<file path="src/rtl/fft_pkg.sv">
// Shared constants, state type and bit-reversal helper for the FFT sample path.
package fft_pkg;

    localparam int FFT_LOG2_N = 11;
    localparam int FFT_N      = 2 ** FFT_LOG2_N;
    localparam int FFT_SEL0_W = 4;
    localparam int FFT_SEL1_W = 3;
    localparam int FFT_SEL2_W = 4;

    typedef enum logic {
        FILL = 1'b0,
        HOLD = 1'b1
    } sched_state_t;

    // Bit-reverse a full-length bin index; also used by the output-side unload logic.
    function automatic logic [FFT_LOG2_N-1:0] bit_rev(input logic [FFT_LOG2_N-1:0] v);
        logic [FFT_LOG2_N-1:0] r;
        r = '0;
        for (int i = 0; i < FFT_LOG2_N; i++) begin
            r[i] = v[FFT_LOG2_N-1-i];
        end
        return r;
    endfunction

endpackage

</file>
<file path="src/rtl/fft_demux_sched.sv">
// Input-side scheduler for the FFT demux tree: counts samples in a frame,
// issues per-sample bin selects one cycle later and holds the source off
// while a full frame waits for the FFT engine to release the buffer.
module fft_demux_sched
    import fft_pkg::*;
#(
    parameter int DATA_WIDTH  = 8,
    parameter int LOG2_N      = FFT_LOG2_N,
    parameter int SEL0_W      = FFT_SEL0_W,
    parameter int SEL1_W      = FFT_SEL1_W,
    parameter int SEL2_W      = FFT_SEL2_W,
    parameter bit BIT_REVERSE = 1'b1
) (
    input  logic                  clk,
    input  logic                  rst,
    input  logic                  en,
    input  logic                  s_valid,
    output logic                  s_ready,
    input  logic [DATA_WIDTH-1:0] s_data,
    input  logic                  s_last,
    input  logic                  buf_release,
    output logic                  dmx_valid,
    output logic [DATA_WIDTH-1:0] dmx_data,
    output logic [SEL0_W-1:0]     dmx_sel0,
    output logic [SEL1_W-1:0]     dmx_sel1,
    output logic [SEL2_W-1:0]     dmx_sel2,
    output logic                  frame_done,
    output logic                  err_short,
    output logic                  err_long,
    output logic [15:0]           frame_cnt
);

    // The three select fields must tile the bin index exactly.
    if (SEL0_W + SEL1_W + SEL2_W != LOG2_N) begin : g_bad_split
        $error("fft_demux_sched: SEL0_W+SEL1_W+SEL2_W must equal LOG2_N");
    end

    localparam logic [LOG2_N-1:0] CNT_MAX = {LOG2_N{1'b1}};

    sched_state_t        r_state;
    sched_state_t        w_state_next;
    logic [LOG2_N-1:0]   r_cnt;
    logic [LOG2_N-1:0]   w_rev;
    logic [LOG2_N-1:0]   w_bin;
    logic                w_accept;
    logic                w_last_beat;

    // Ready depends only on state and enable; forced low while reset is held.
    assign s_ready     = en & (r_state == FILL) & ~rst;
    assign w_accept    = s_valid & s_ready;
    assign w_last_beat = (r_cnt == CNT_MAX);

    // Bit-reversed view of the sample count, wired per bit.
    for (genvar gi = 0; gi < LOG2_N; gi++) begin : g_rev
        assign w_rev[gi] = r_cnt[LOG2_N-1-gi];
    end

    assign w_bin = BIT_REVERSE ? w_rev : r_cnt;

    // State register.
    always_ff @(posedge clk or posedge rst) begin
        if (rst) begin
            r_state <= FILL;
        end else begin
            r_state <= w_state_next;
        end
    end

    // Next state: a full frame parks in HOLD until the engine releases the buffer.
    always_comb begin
        w_state_next = r_state;
        case (r_state)
            FILL:    if (w_accept && w_last_beat) w_state_next = HOLD;
            HOLD:    if (buf_release)             w_state_next = FILL;
            default: w_state_next = FILL;
        endcase
    end

    // Sample counter: wraps at frame end and restarts on an early s_last.
    always_ff @(posedge clk or posedge rst) begin
        if (rst) begin
            r_cnt <= '0;
        end else if (w_accept) begin
            if (w_last_beat || s_last) begin
                r_cnt <= '0;
            end else begin
                r_cnt <= r_cnt + LOG2_N'(1);
            end
        end
    end

    // Registered demux outputs and status pulses, one cycle after acceptance.
    always_ff @(posedge clk or posedge rst) begin
        if (rst) begin
            dmx_valid  <= 1'b0;
            dmx_data   <= '0;
            dmx_sel0   <= '0;
            dmx_sel1   <= '0;
            dmx_sel2   <= '0;
            frame_done <= 1'b0;
            err_short  <= 1'b0;
            err_long   <= 1'b0;
            frame_cnt  <= '0;
        end else begin
            dmx_valid  <= w_accept;
            frame_done <= w_accept & w_last_beat;
            err_long   <= w_accept & w_last_beat & ~s_last;
            err_short  <= w_accept & ~w_last_beat & s_last;
            if (w_accept) begin
                dmx_data <= s_data;
                dmx_sel0 <= w_bin[LOG2_N-1 -: SEL0_W];
                dmx_sel1 <= w_bin[SEL2_W +: SEL1_W];
                dmx_sel2 <= w_bin[SEL2_W-1:0];
            end
            if (w_accept && w_last_beat) begin
                frame_cnt <= frame_cnt + 16'd1;
            end
        end
    end

endmodule

</file>
<file path="config.mk">
export PLATFORM = sky130hd
export DESIGN_NAME = fft_demux_sched
export DESIGN_NICKNAME = d
export VERILOG_FILES = /design/src/rtl/fft_pkg.sv /design/src/rtl/fft_demux_sched.sv
export SDC_FILE = /design/constraint.sdc
export NUM_CORES = 1
export LEC_CHECK = 0
export ABC_AREA = 1
export CORE_UTILIZATION = 45
export DETAILED_ROUTE_END_ITERATION = 7
export GPL_ROUTABILITY_DRIVEN = 0
export PLACE_DENSITY = 0.81
export SYNTH_ARGS = -nofsm -noshare
export SYNTH_HDL_FRONTEND = slang
export SYNTH_SLANG_ARGS = --single-unit
</file>
<file path="constraint.sdc">
create_clock -name clk -period 2.9 [get_ports clk]
set_input_delay 0.87 -clock clk [delete_from_list [all_inputs] [get_ports clk]]
set_output_delay 0.87 -clock clk [all_outputs]
set_load 0.01 [all_outputs]
</file>
==> flow_summary.json <==
{
  "io_pins": 54,
  "finalCriticalPeriod_ns": 2.713,
  "fmaxAchievable_ghz": 0.3685,
  "yosysTopAreaCell": "dfrtp_1",
  "drive_above_1_share": 0.06133,
  "ys_warn_count": 0,
  "fp.dieArea_um2": 5781,
  "crit_chain": "clkdlybuf4s50_1, clkinvlp_4, nand2_1, inv_1, dlygate4sd2_1",
  "busiest_layer": "met2",
  "layout_commonest_cell": "nand2_1",
  "critPathLaunchType": "primary input",
  "clk-insertion-delay-late_ns": 0.31,
  "synth_area_um2": 2466,
  "area_growth_pct": 30.39,
  "r2r_setup_slack_ns": 1.19,
  "dieWidth_um": 76.03,
  "grt_overflow": 0,
  "vias": 2174,
  "critPathCapture": "s_ready",
  "finalCritPeriodShare": 0.9357,
  "diodes": 0,
  "clock-sinks": 51,
  "die_h_um": 76.03,
  "via_per_inst": 4.885,
  "ys_top_cells_by_area": "dfrtp_1 52%, nand2_1 21%, inv_1 5.5%",
  "synth_top_area_frac": 0.5175,
  "grt_util_met3": 0.04192,
  "cts-buffers-inserted": 5,
  "critPathBufInv": 4,
  "ys_seq_area_frac": 0.5175,
  "ys_types": 21,
  "grt_usage": 0.1964,
  "h-tree-depth": 2,
  "drtIter0Drc": 124,
  "hold_viol": 0,
  "grt_max_degree": 52,
  "placed_area_um2": 3099,
  "dp_hpwl_um": 3616,
  "route.detailed.drc": 0,
  "num_rows": 26,
  "power.leakage_nw": 1.544,
  "tns_ns": 0,
  "rr_worst_depth": 8,
  "pre_cts_slack_ns": -0.07894,
  "path_clk_slew_ns": 0.09,
  "setup_viol": 0,
  "antenna_found_initial": 0,
  "cts_tree": "done",
  "setup_slack_ns": 0.1866,
  "drt-wirelength-per-cell_um": 11.61,
  "stdcell_count": 445,
  "syn_nets": 331,
  "start_util": 0.4738,
  "cap_violations": 0,
  "p_per_area_nw_per_um2": 473.0,
  "portBuffers": 53,
  "relSlewSlack": 0.5662,
  "grt_pass1_wl_um": 9108,
  "slowest_stage": "clkdlybuf4s50_1",
  "ys_ff_latch": 51,
  "critPathTopFamily": "buffers and inverters",
  "whs_ns": 0.4848,
  "clockBufferDepth": 2,
  "grt_pass1_vias": 2085,
  "drv_slew": 0,
  "ant_nets": 0,
  "required_ns": 2.03,
  "crit_type": "primary input to output pin",
  "grt_util_met1": 0.2333,
  "clock_skew_ns": 0.008401,
  "grtUsageMet2": 0.3518,
  "post-route-util": 0.6178,
  "arrival_ns": 1.84,
  "reg2reg_to": "frame_cnt[14]",
  "drt_first_pass_iters": 4,
  "placedCellCount": 437,
  "rsz0062_at_grt": "false",
  "max_stage_delay_ns": 0.51,
  "peakVddDrop_mv": 0.3634,
  "core_area_um2": 5205,
  "worst_slew_pin_slew_ns": 0.6507,
  "cp.depth": 5,
  "wirelength_um": 5166,
  "clock-root-buffer": "clkbuf_8",
  "crit_start": "rst",
  "syn_inst": 315,
  "fin_nets": 390,
  "r2r-start": "frame_cnt[0]",
  "syn_area_per_cell_um2": 7.829,
  "cp_max_fo": 2,
  "fin_area_um2": 3216,
  "status": "finished clean",
  "final_cell_mix": "136 x nand2_1, 52 x clkdlybuf4s50_1, 51 x dfrtp_1",
  "p_total_mw": 1.521,
  "holdCritPathClass": "flip-flop to flip-flop",
  "end_kind": "output pin"
}
## timing repair
action,in CTS,in global routing
hold buffers,0,0
buffers inserted,0,0
resized for setup,1,0
setup endpoints to repair,1,0
## power by group
| part | switching [mW] | internal [mW] |
|---|---|---|
| registers | 0.0432 | 0.759 |
| logic | 0.0953 | 0.111 |
| clock network | 0.233 | 0.279 |
## layer usage
layer  wire length [um]  vias to the layer above
li1                   -                     1084
met1               2309                     1028
met4                 82                        0
met2               2546                       54
met3                228                        8
met5                  0                        -
## cells by family after synthesis
family	share of synthesized area
buffers and inverters	0.07661
xor gates and xnor gates	0.02131
adders and majority gates	0.01015
DFF	0.5175
and+or+nand+nor	0.3267
AOI/OAI and AO/OA	0.04769
## flip-flops by register name (all words and copies together), names as in the netlist
| signal | cells |
|---|---|
| dmx_data | 8 |
| dmx_sel0 | 4 |
| dmx_sel1 | 3 |
| dmx_sel2 | 4 |
| dmx_valid | 1 |
| err_long | 1 |
| err_short | 1 |
| frame_cnt | 16 |
| frame_done | 1 |
| r_cnt | 11 |
| r_state | 1 |
## worst register-to-register path, delay by kind of cell, from the launching register on
family	cells	cell delay, ns
AND/OR/NAND/NOR	7	0.93
flip-flops	1	0.41
adder cells (fa/ha/maj)	1	0.28
## Yosys cell counts (all sizes together)
cell    count
dfrtp      51
clkbuf      2
nand4       6
nor2       21
nand2     137
o21ai      22
ha          2
buf         6
nand3b      3
xor2        5
xnor2       1
nand3      22
a21boi      1
inv        36
## cell type report
cell class                 instances  area [um2]
multi-input combinational        220        1001
sequential                        51        1276
inverter                          36       138.9
clock inverter                     2       35.03
fill                             445        1989
timing repair buffer              60       594.3
tap                               70       87.58
clock buffer                       6       82.58
## worst min path at each step
| stage | from | endpoint | slack [ns] | depth (start not counted) |
|---|---|---|---|---|
| final | dmx_data[6] | dmx_data[6] | 0.48 | 2 |
| after global routing | r_cnt[10] | r_cnt[10] | 0.52 | 2 |
| after CTS | dmx_data[6] | dmx_data[6] | 0.49 | 2 |
| after detailed placement | r_cnt[10] | r_cnt[10] | 0.47 | 2 |
| after global placement | dmx_data[4] | dmx_data[4] | 0.46 | 2 |
| after floorplan | r_cnt[10] | r_cnt[10] | 0.45 | 2 |
No activity file was read; power rests on OpenSTA's default activity.
